===== src/rtl/sram_word_bridge_if.sv =====
// Bus bundle between the load/store unit, the word bridge and the byte-wide sram_controller.
// The bridge takes the slave view; the core and the memory controller take the master view.
interface sram_word_bridge_if #(
   parameter int ADDR_W = 17
);
   logic              req_valid;
   logic              req_ready;
   logic              req_we;
   logic [1:0]        req_size;
   logic              req_unsigned;
   logic [ADDR_W-1:0] req_addr;
   logic [31:0]       req_wdata;
   logic              resp_valid;
   logic              resp_err;
   logic [31:0]       resp_rdata;
   logic              mem_trigger;
   logic              mem_we;
   logic [ADDR_W-1:0] mem_addr;
   logic [7:0]        mem_wdata;
   logic [7:0]        mem_rdata;
   logic              mem_busy;

   modport slave (
      input  req_valid, req_we, req_size, req_unsigned, req_addr, req_wdata,
      input  mem_rdata, mem_busy,
      output req_ready, resp_valid, resp_err, resp_rdata,
      output mem_trigger, mem_we, mem_addr, mem_wdata
   );

   modport master (
      output req_valid, req_we, req_size, req_unsigned, req_addr, req_wdata,
      output mem_rdata, mem_busy,
      input  req_ready, resp_valid, resp_err, resp_rdata,
      input  mem_trigger, mem_we, mem_addr, mem_wdata
   );
endinterface


===== src/rtl/sram_word_bridge.sv =====
// Splits one aligned byte/half/word request into sequential byte transactions on the
// sram_controller trigger/busy port and assembles/extends load data little-endian.
module sram_word_bridge #(
   parameter int ADDR_W  = 17,
   parameter int TIMEOUT = 255
) (
   input logic               clk,
   input logic               rst,
   sram_word_bridge_if.slave bus
);
   localparam int CNT_W = $clog2(TIMEOUT + 1);

   typedef enum logic [2:0] {
      S_IDLE  = 3'd0,
      S_ISSUE = 3'd1,
      S_ARM   = 3'd2,
      S_WAIT  = 3'd3,
      S_RESP  = 3'd4
   } state_t;

   state_t            state_q, state_d;
   logic              we_q, we_d;
   logic [1:0]        size_q, size_d;
   logic              uns_q, uns_d;
   logic [ADDR_W-1:0] addr_q, addr_d;
   logic [31:0]       wdata_q, wdata_d;
   logic [31:0]       rdata_q, rdata_d;
   logic              err_q, err_d;
   logic [1:0]        idx_q, idx_d;
   logic [CNT_W-1:0]  cnt_q, cnt_d;

   logic              req_bad;
   logic              last_byte;
   logic [1:0]        last_idx;
   logic [31:0]       load_ext;

   // Misalignment or size 11 is rejected at accept time; the SRAM is never touched.
   always_comb begin
      req_bad = 1'b0;
      case (bus.req_size)
         2'b00:   req_bad = 1'b0;
         2'b01:   req_bad = bus.req_addr[0];
         2'b10:   req_bad = (bus.req_addr[1:0] != 2'b00);
         default: req_bad = 1'b1;
      endcase
   end

   always_comb begin
      last_idx = 2'd0;
      case (size_q)
         2'b01:   last_idx = 2'd1;
         2'b10:   last_idx = 2'd3;
         default: last_idx = 2'd0;
      endcase
   end

   assign last_byte = (idx_q == last_idx);

   always_ff @(posedge clk or posedge rst) begin
      if (rst) begin
         state_q <= S_IDLE;
         we_q    <= 1'b0;
         size_q  <= 2'b00;
         uns_q   <= 1'b0;
         addr_q  <= '0;
         wdata_q <= '0;
         rdata_q <= '0;
         err_q   <= 1'b0;
         idx_q   <= 2'd0;
         cnt_q   <= '0;
      end else begin
         state_q <= state_d;
         we_q    <= we_d;
         size_q  <= size_d;
         uns_q   <= uns_d;
         addr_q  <= addr_d;
         wdata_q <= wdata_d;
         rdata_q <= rdata_d;
         err_q   <= err_d;
         idx_q   <= idx_d;
         cnt_q   <= cnt_d;
      end
   end

   always_comb begin
      state_d = state_q;
      we_d    = we_q;
      size_d  = size_q;
      uns_d   = uns_q;
      addr_d  = addr_q;
      wdata_d = wdata_q;
      rdata_d = rdata_q;
      err_d   = err_q;
      idx_d   = idx_q;
      cnt_d   = cnt_q;
      case (state_q)
         S_IDLE: begin
            if (bus.req_valid) begin
               we_d    = bus.req_we;
               size_d  = bus.req_size;
               uns_d   = bus.req_unsigned;
               addr_d  = bus.req_addr;
               wdata_d = bus.req_wdata;
               rdata_d = '0;
               err_d   = req_bad;
               idx_d   = 2'd0;
               state_d = req_bad ? S_RESP : S_ISSUE;
            end
         end
         S_ISSUE: begin
            if (!bus.mem_busy) state_d = S_ARM;
         end
         S_ARM: begin
            cnt_d   = '0;
            state_d = S_WAIT;
         end
         S_WAIT: begin
            if (!bus.mem_busy) begin
               if (!we_q) rdata_d[{idx_q, 3'b000} +: 8] = bus.mem_rdata;
               if (last_byte) begin
                  state_d = S_RESP;
               end else begin
                  idx_d   = idx_q + 2'd1;
                  state_d = S_ISSUE;
               end
            end else if (cnt_q == CNT_W'(TIMEOUT - 1)) begin
               err_d   = 1'b1;
               state_d = S_RESP;
            end else begin
               cnt_d = cnt_q + 1'b1;
            end
         end
         S_RESP: begin
            state_d = S_IDLE;
         end
         default: state_d = S_IDLE;
      endcase
   end

   always_comb begin
      load_ext = rdata_q;
      case (size_q)
         2'b00:   load_ext = {{24{~uns_q & rdata_q[7]}}, rdata_q[7:0]};
         2'b01:   load_ext = {{16{~uns_q & rdata_q[15]}}, rdata_q[15:0]};
         default: load_ext = rdata_q;
      endcase
   end

   // Memory-side fields are only driven while a byte is in flight, so they read 0 when idle.
   always_comb begin
      bus.req_ready   = (state_q == S_IDLE);
      bus.resp_valid  = (state_q == S_RESP);
      bus.resp_err    = (state_q == S_RESP) && err_q;
      bus.resp_rdata  = ((state_q == S_RESP) && !err_q && !we_q) ? load_ext : 32'h0;
      bus.mem_trigger = (state_q == S_ISSUE) && !bus.mem_busy;
      bus.mem_we      = 1'b0;
      bus.mem_addr    = '0;
      bus.mem_wdata   = 8'h00;
      if ((state_q == S_ISSUE) || (state_q == S_ARM) || (state_q == S_WAIT)) begin
         bus.mem_we    = we_q;
         bus.mem_addr  = addr_q + {{(ADDR_W-2){1'b0}}, idx_q};
         bus.mem_wdata = wdata_q[{idx_q, 3'b000} +: 8];
      end
   end
endmodule

===== src/flat_wrapper.sv =====
// flat-port wrapper written by rule: the top's interface ports become plain ports
module sram_word_bridge_flat 
#(
   parameter int ADDR_W  = 17,
   parameter int TIMEOUT = 255
)
  (clk, rst, bus_req_valid, bus_req_we, bus_req_size, bus_req_unsigned, bus_req_addr, bus_req_wdata, bus_mem_rdata, bus_mem_busy, bus_req_ready, bus_resp_valid, bus_resp_err, bus_resp_rdata, bus_mem_trigger, bus_mem_we, bus_mem_addr, bus_mem_wdata);
  sram_word_bridge_if #(.ADDR_W(ADDR_W)) bus_i ();
  input logic clk;
  input logic rst;
  input wire logic [$bits(bus_i.req_valid)-1:0] bus_req_valid;
  input wire logic [$bits(bus_i.req_we)-1:0] bus_req_we;
  input wire logic [$bits(bus_i.req_size)-1:0] bus_req_size;
  input wire logic [$bits(bus_i.req_unsigned)-1:0] bus_req_unsigned;
  input wire logic [$bits(bus_i.req_addr)-1:0] bus_req_addr;
  input wire logic [$bits(bus_i.req_wdata)-1:0] bus_req_wdata;
  input wire logic [$bits(bus_i.mem_rdata)-1:0] bus_mem_rdata;
  input wire logic [$bits(bus_i.mem_busy)-1:0] bus_mem_busy;
  output wire logic [$bits(bus_i.req_ready)-1:0] bus_req_ready;
  output wire logic [$bits(bus_i.resp_valid)-1:0] bus_resp_valid;
  output wire logic [$bits(bus_i.resp_err)-1:0] bus_resp_err;
  output wire logic [$bits(bus_i.resp_rdata)-1:0] bus_resp_rdata;
  output wire logic [$bits(bus_i.mem_trigger)-1:0] bus_mem_trigger;
  output wire logic [$bits(bus_i.mem_we)-1:0] bus_mem_we;
  output wire logic [$bits(bus_i.mem_addr)-1:0] bus_mem_addr;
  output wire logic [$bits(bus_i.mem_wdata)-1:0] bus_mem_wdata;
  assign bus_i.req_valid = bus_req_valid;
  assign bus_i.req_we = bus_req_we;
  assign bus_i.req_size = bus_req_size;
  assign bus_i.req_unsigned = bus_req_unsigned;
  assign bus_i.req_addr = bus_req_addr;
  assign bus_i.req_wdata = bus_req_wdata;
  assign bus_i.mem_rdata = bus_mem_rdata;
  assign bus_i.mem_busy = bus_mem_busy;
  assign bus_req_ready = bus_i.req_ready;
  assign bus_resp_valid = bus_i.resp_valid;
  assign bus_resp_err = bus_i.resp_err;
  assign bus_resp_rdata = bus_i.resp_rdata;
  assign bus_mem_trigger = bus_i.mem_trigger;
  assign bus_mem_we = bus_i.mem_we;
  assign bus_mem_addr = bus_i.mem_addr;
  assign bus_mem_wdata = bus_i.mem_wdata;
  sram_word_bridge #(.ADDR_W(ADDR_W), .TIMEOUT(TIMEOUT)) u_core (.clk(clk), .rst(rst), .bus(bus_i));
endmodule

===== config.mk =====
export PLATFORM = sky130hd
export DESIGN_NAME = sram_word_bridge_flat
export DESIGN_NICKNAME = d
export VERILOG_FILES = /design/src/rtl/sram_word_bridge_if.sv /design/src/rtl/sram_word_bridge.sv /design/src/flat_wrapper.sv
export SDC_FILE = /design/constraint.sdc
export NUM_CORES = 1
export LEC_CHECK = 0
export ABC_AREA = 1
export CORE_ASPECT_RATIO = 1.4
export CORE_UTILIZATION = 40
export CTS_CLUSTER_SIZE = 30
export DETAILED_ROUTE_END_ITERATION = 7
export DONT_BUFFER_PORTS = 1
export PLACE_DENSITY_LB_ADDON = 0.12
export SYNTH_ARGS = -nofsm -noshare
export SYNTH_HDL_FRONTEND = slang
export SYNTH_SLANG_ARGS = --single-unit

===== constraint.sdc =====
create_clock -name clk -period 5.77 [get_ports clk]
set_input_delay 1.154 -clock clk [delete_from_list [all_inputs] [get_ports clk]]
set_output_delay 1.154 -clock clk [all_outputs]
set_load 0.02 [all_outputs]

# After elaboration in Yosys (flattened, before gate mapping)

Cells that the tools add are included.

$add $sub $neg: 4
Equal/unequal tests: 19
Shift-type cells: 3
Mux-type cells: 30
Bitwise gates (word level): 3
Reduce and logical (&&, ||, !) cells: 21

Operator list:

| cell                     | count |
|---|---|
| $mux W32                 | 4 |
| $pmux W32 S2             | 2 |
| $bwmux W32               | 1 |
| $shift A8 B7 Y32 const A | 1 |
| $shiftx A32 B6 Y8        | 1 |
| $shiftx A8 B7 Y32        | 1 |
| $mux W8                  | 3 |
| $mux W3                  | 6 |
| $add A17 B2 Y17          | 1 |
| $mux W17                 | 1 |
| $pmux W8 S2              | 1 |
| $ne A2 B2 Y1 const B     | 7 |
| $pmux W3 S4              | 1 |
| $reduce_and A4 Y1        | 3 |
| $add A8 B1 Y8 const B    | 1 |
| $eq A8 B8 Y1 const B     | 1 |
| $pmux W2 S2              | 2 |
| $neg A5 Y7               | 1 |
| $eq A3 B2 Y1 const B     | 2 |
| $mux W2                  | 3 |
| $reduce_and A3 Y1        | 2 |
| $reduce_bool A2 Y1       | 3 |
| $eq A2 B1 Y1 const B     | 2 |
| $eq A2 B2 Y1 const B     | 2 |
| other kinds (17)         | 28 |

Flip-flop bits (word level): 99
Bits of input ports: 65
Output and inout port bits: 62

# Longest topological paths before layout

Depth after elaboration: 6
Depth in mapped cells: 10
Depth with buffers taken out: 10

# Worst setup path before layout

OpenSTA, ideal clock, no wires.

Kind: reg2out
Start point: register u_core.size_q[1]
End point: output bus_resp_rdata[21]
Data arrival time: 1.777 ns
Required time: 4.616 ns
Path slack: 2.839 ns
Stages on the path, launching flop included: 10
Buffers on the path: 3
Path through: dfrtp_1 -> inv_1 -> ha_1 -> clkbuf_1 -> or2_2 -> buf_2 -> nand3_1 -> nand2_4 -> buf_6 -> nor2_1

Cells in the longest elaborated chain, start to end: 3
Elaborated cells between the ends (all ways): 4
Classes of those cells: eq/ne (1); mux (2); reduce/logical (1)

Ends and longest elaborated chain:

| element                                                 | line                    | text |
|---|---|---|
| start, declared                                         | sram_word_bridge.sv:23  | `logic [1:0] size_q, size_d;` |
| start signal, assigned                                  | sram_word_bridge.sv:74  | `size_q <= size_d;` |
| $eq A2 B1 Y1 / $logic_not A2 Y1 (equally long branches) | sram_word_bridge.sv:142 | `case (size_q)` |
| $pmux W32 S2 (*)                                        | sram_word_bridge.sv:142 |  |
| $mux W32 (*)                                            | sram_word_bridge.sv:154 | `bus.resp_rdata = ((state_q == S_RESP) && !err_q && !we_q) ? load_ext : 32'h0;` |
| end, declared                                           | flat_wrapper.sv:22      | `output wire logic [$bits(bus_i.resp_rdata)-1:0] bus_resp_rdata;` |

Mark *: on every way between the ends. The rest lies on a longest branch, timed or not.

# Worst setup path after layout

Start point: register u_core.idx_q[1]
End point: output bus_mem_addr[11]

Cells in the longest elaborated chain, start to end: 2

Ends and longest elaborated chain:

| element                | line                    | text |
|---|---|---|
| start, declared        | sram_word_bridge.sv:29  | `logic [1:0] idx_q, idx_d;` |
| start signal, assigned | sram_word_bridge.sv:80  | `idx_q <= idx_d;` |
| $add A17 B2 Y17        | sram_word_bridge.sv:161 | `bus.mem_addr = addr_q + {{(ADDR_W-2){1'b0}}, idx_q};` |
| $mux W17               | sram_word_bridge.sv:159 | `if ((state_q == S_ISSUE) \|\| (state_q == S_ARM) \|\| (state_q == S_WAIT)) begin` |
| end, declared          | flat_wrapper.sv:25      | `output wire logic [$bits(bus_i.mem_addr)-1:0] bus_mem_addr;` |

No other way between the ends.

==> impl_metrics.xml <==
<?xml version="1.0" encoding="UTF-8"?>
<metrics>
  <group name="worst_setup_path">
    <metric name="worst_r2r_startpoint" unit="">u_core.state_q[1]$_DFFE_PP0P_</metric>
    <metric name="crit_buf_inv" unit="">0</metric>
    <metric name="crit_top_cell" unit="">nand3_1</metric>
    <metric name="timing.critical_path.slowest_cell_delay" unit="ns">0.88</metric>
    <metric name="cp_cell_sequence" unit="">ha_1 -&gt; nand3_1 -&gt; nand2_1 -&gt; nand3_1 -&gt; nor2_1 -&gt; nor3_1</metric>
    <metric name="worstSetupPathType" unit="">register to primary output</metric>
    <metric name="path_delay_family" unit="">simple AND/OR/NAND/NOR gates</metric>
    <metric name="crit-reg2reg-capture" unit="">u_core.wdata_q[26]$_DFFE_PP0P_</metric>
    <metric name="cp_data_required_time" unit="ns">4.62</metric>
    <metric name="worstSetupEndpointType" unit="">primary output</metric>
    <metric name="r2r_cells" unit="">4</metric>
    <metric name="worst-r2r-setup-slack" unit="ns">2.93</metric>
    <metric name="worst-endpoint-arrival" unit="ns">2.52</metric>
    <metric name="timing.critical_path.fanout_max" unit="">23</metric>
    <metric name="critical_path.startpoint_type" unit="">register</metric>
    <metric name="critical_path.slowest_cell" unit="">dfrtp_1</metric>
  </group>
  <group name="timing">
    <metric name="setup_violations" unit="">0</metric>
    <metric name="finalCritPeriodShare" unit="%">63.68</metric>
    <metric name="final-hold-violation-count" unit="">0</metric>
    <metric name="max_freq" unit="MHz">272.2</metric>
    <metric name="rsz0062_at_grt" unit="">false</metric>
    <metric name="maxSlewViolCount" unit="">0</metric>
    <metric name="worst_slew_margin_rel" unit="%">24.67</metric>
    <metric name="worstMarginPinSlew" unit="ns">1.128</metric>
    <metric name="setup_tns" unit="ns">0</metric>
    <metric name="fin_crit" unit="ns">3.674</metric>
    <metric name="fin_worst_skew" unit="ns">0.009484</metric>
  </group>
  <group name="job">
    <metric name="maxCapViolCount" unit="">0</metric>
  </group>
  <group name="drt">
    <metric name="drt_iter0_markers" unit="">142</metric>
    <metric name="routed_via_density" unit="">4.965</metric>
    <metric name="routed_wire_length_per_instance" unit="µm">14.14</metric>
    <metric name="via_count" unit="">4990</metric>
    <metric name="drt_wl_total" unit="mm">14.21</metric>
    <metric name="remaining_drc_errors" unit="">0</metric>
    <metric name="postRouteAntennaNets" unit="">0</metric>
    <metric name="firstDrtPassIters" unit="">4</metric>
  </group>
  <group name="synthesis">
    <metric name="synth_cells" unit="">830</metric>
    <metric name="yosys_warnings" unit="">0</metric>
    <metric name="edff_count_synth" unit="">0</metric>
    <metric name="post_synth.cell_area_avg" unit="µm²">6.915</metric>
    <metric name="ys_async_sr_fraction" unit="%">100.0</metric>
    <metric name="seq_area_frac_synth" unit="%">43.17</metric>
    <metric name="ys.flop_type" unit="">dfrtp_1</metric>
    <metric name="post_synth_instance_area" unit="µm²">5739</metric>
    <metric name="synth-seq-cells" unit="">99</metric>
    <metric name="yosys.cell_types.count" unit="">33</metric>
    <metric name="syn-num-nets" unit="">908</metric>
  </group>
  <group name="clocking">
    <metric name="post_cts_resized" unit="">0</metric>
    <metric name="clockRootBuffer" unit="">clkbuf_16</metric>
    <metric name="clock_tree_from_tritoncts" unit="">done</metric>
    <metric name="cts_buffer_depth" unit="">2</metric>
    <metric name="post_cts_hold_buffer_count" unit="">0</metric>
    <metric name="clkLatencyLatePin" unit="ns">0.35</metric>
    <metric name="cts-buffers-inserted" unit="">9</metric>
    <metric name="cts_max_level" unit="">3</metric>
    <metric name="cts_num_sinks" unit="">99</metric>
    <metric name="post_cts.repair.setup_buffers" unit="">0</metric>
    <metric name="cts.clk_slew.worst_paths" unit="ns">0.07</metric>
  </group>
  <group name="global_routing">
    <metric name="grt_pass1_vias" unit="">4852</metric>
    <metric name="globalRouteTotalUtil" unit="%">20.14</metric>
    <metric name="number_of_antenna_violations_at_the_first_check_in_global_routing" unit="">0</metric>
    <metric name="grt_pass1_wl" unit="mm">23.13</metric>
    <metric name="grt_start_max_net_pins" unit="">80</metric>
    <metric name="global_route.overflow_total" unit="">0</metric>
  </group>
  <group name="min_path">
    <metric name="min_path_type" unit="">register to register</metric>
    <metric name="timing.hold.worst_endpoint" unit="">u_core.rdata_q[4]$_DFFE_PP0P_</metric>
    <metric name="hp-start" unit="">u_core.rdata_q[4]$_DFFE_PP0P_</metric>
    <metric name="min_path_cells" unit="">2</metric>
  </group>
  <group name="final_layout">
    <metric name="synthToLayoutAreaGrowth" unit="%">7.500</metric>
    <metric name="layout_commonest_cell" unit="">nand2_1</metric>
    <metric name="diodes" unit="">0</metric>
    <metric name="layout_common_cells" unit="">nand2_1, nor2_1, dfrtp_1, inv_1, nand3_1</metric>
    <metric name="nets" unit="">893</metric>
    <metric name="layout-drive-gt1-share" unit="%">5.000</metric>
  </group>
  <group name="floorplan">
    <metric name="core_outline_area" unit="µm²">13970</metric>
    <metric name="ioPinCount" unit="">127</metric>
    <metric name="floorplan.die.width" unit="µm">103.2</metric>
    <metric name="placement_rows" unit="">51</metric>
    <metric name="initial_utilization" unit="%">41.07</metric>
    <metric name="die-height" unit="µm">143.7</metric>
    <metric name="area_of_the_die" unit="µm²">14840</metric>
  </group>
  <group name="pwr">
    <metric name="vdd_drop_max" unit="µV">228.5</metric>
    <metric name="design_power_total" unit="mW">2.846</metric>
    <metric name="static-leakage-power" unit="nW">3.172</metric>
    <metric name="powerDensity" unit="nW/µm²">461.2</metric>
  </group>
  <group name="placement">
    <metric name="portBuffers" unit="">0</metric>
    <metric name="dp_hpwl" unit="mm">10.55</metric>
    <metric name="finalWeightedCongestion" unit="">0.8342</metric>
  </group>
  <group name="run_status">
    <metric name="outcome" unit="">completed</metric>
  </group>
</metrics>
==> cells by family after synthesis <==
family / share of synthesized area (%)
AO/OA/AOI/OAI: 9.309
XOR/XNOR: 0.6104
flip-flops: 43.17
buffers and inverters: 8.829
AND/OR/NAND/NOR: 35.12
adder cells (fa/ha/maj): 2.965
==> metal layers <==
metal | track usage [%] | vias up | wire length (µm)
met5 | 0 | - | 0
li1 | - | 2563 | -
met4 | 6.820 | 0 | 285
met2 | 35.05 | 132 | 7009
met1 | 23.46 | 2278 | 5955
met3 | 5.642 | 17 | 955
==> where the power goes <==
group	switching (mW)	internal [mW]
Combinational	0.853	0.291
Clock	0.299	0.349
Sequential	0.149	0.904
==> state kept, by name, summed over array words and instances (netlist names) <==
register	flops
u_core.addr_q	17
u_core.we_q	1
u_core.err_q	1
u_core.cnt_q	8
u_core.state_q	3
u_core.idx_q	2
u_core.size_q	2
u_core.rdata_q	32
u_core.wdata_q	32
u_core.uns_q	1
==> per-stage QoR <==
stage	setup WS, ns	hold slack (ns)	instance area, µm²	cells	utilization (%)
2_1_floorplan	2.026	0.4356	5739	830	-
3_5_place_dp	2.443	0.4588	5857	989	41.91
3_3_place_gp	2.487	0.4564	5857	989	41.91
6_report	2.096	0.4715	6170	1005	44.15
4_1_cts	2.063	0.4777	6170	1005	44.15
5_1_grt	1.857	0.5016	6170	1005	44.15
==> cell usage after synthesis (2+ instances only) <==
cell type  instances  area (µm²)
buf_1              2       7.510
nand2_2            2       12.51
nand2_1          284        1066
dfrtp_1           99        2477
buf_6              2       22.52
nor3_1             7       35.03
o21ai_0           54       270.3
ha_1              12       150.1
o21ai_1           13       65.06
nor2_1           109       409.1
inv_2              5       18.77
nand3_1           63       315.3
xor2_1             4       35.03
nor2_2             2       12.51
clkbuf_1          17       63.81
nand4_1            2       12.51
a21oi_1           25       125.1
nor2_4             2       22.52
o211ai_1           8       60.06
buf_2              6       30.03
nand2_4            2       22.52
inv_1             95       356.6
nand3_2            5       50.05
==> how the worst max path moves through the flow <==
stage                                     start                      endpoint  slack (ns)  depth (start not counted)
floorplan                                   rst  u_core.addr_q[0]$_DFFE_PP0P_        2.03                          1
finish              u_core.idx_q[1]$_DFFE_PP0P_              bus_mem_addr[11]        2.10                          6
CTS                 u_core.idx_q[1]$_DFFE_PP0P_              bus_mem_addr[11]        2.06                          6
global placement    u_core.idx_q[1]$_DFFE_PP0P_              bus_mem_addr[11]        2.49                          6
detailed placement  u_core.idx_q[1]$_DFFE_PP0P_              bus_mem_addr[10]        2.44                          7
global route        u_core.idx_q[1]$_DFFE_PP0P_              bus_mem_addr[10]        1.86                          7
==> final cells by class <==
| type | count | area, µm² |
|---|---|---|
| fillers | 1489 | 7805 |
| clock inverters | 7 | 87.58 |
| repair buffers | 2 | 15.01 |
| well taps | 185 | 231.5 |
| multi-input cells | 603 | 2755 |
| flip-flops and latches | 99 | 2477 |
| inverters | 100 | 377.9 |
| clock buffers | 9 | 225.2 |
==> worst register-to-register path: cells and delay by family, from the launching register on <==
family	cells	cell delay [ns]
compound gates	1	0.25
buf+inv	1	1.13
flops	1	0.46
simple gates	2	0.84
No activity file was read; power rests on OpenSTA's default activity.
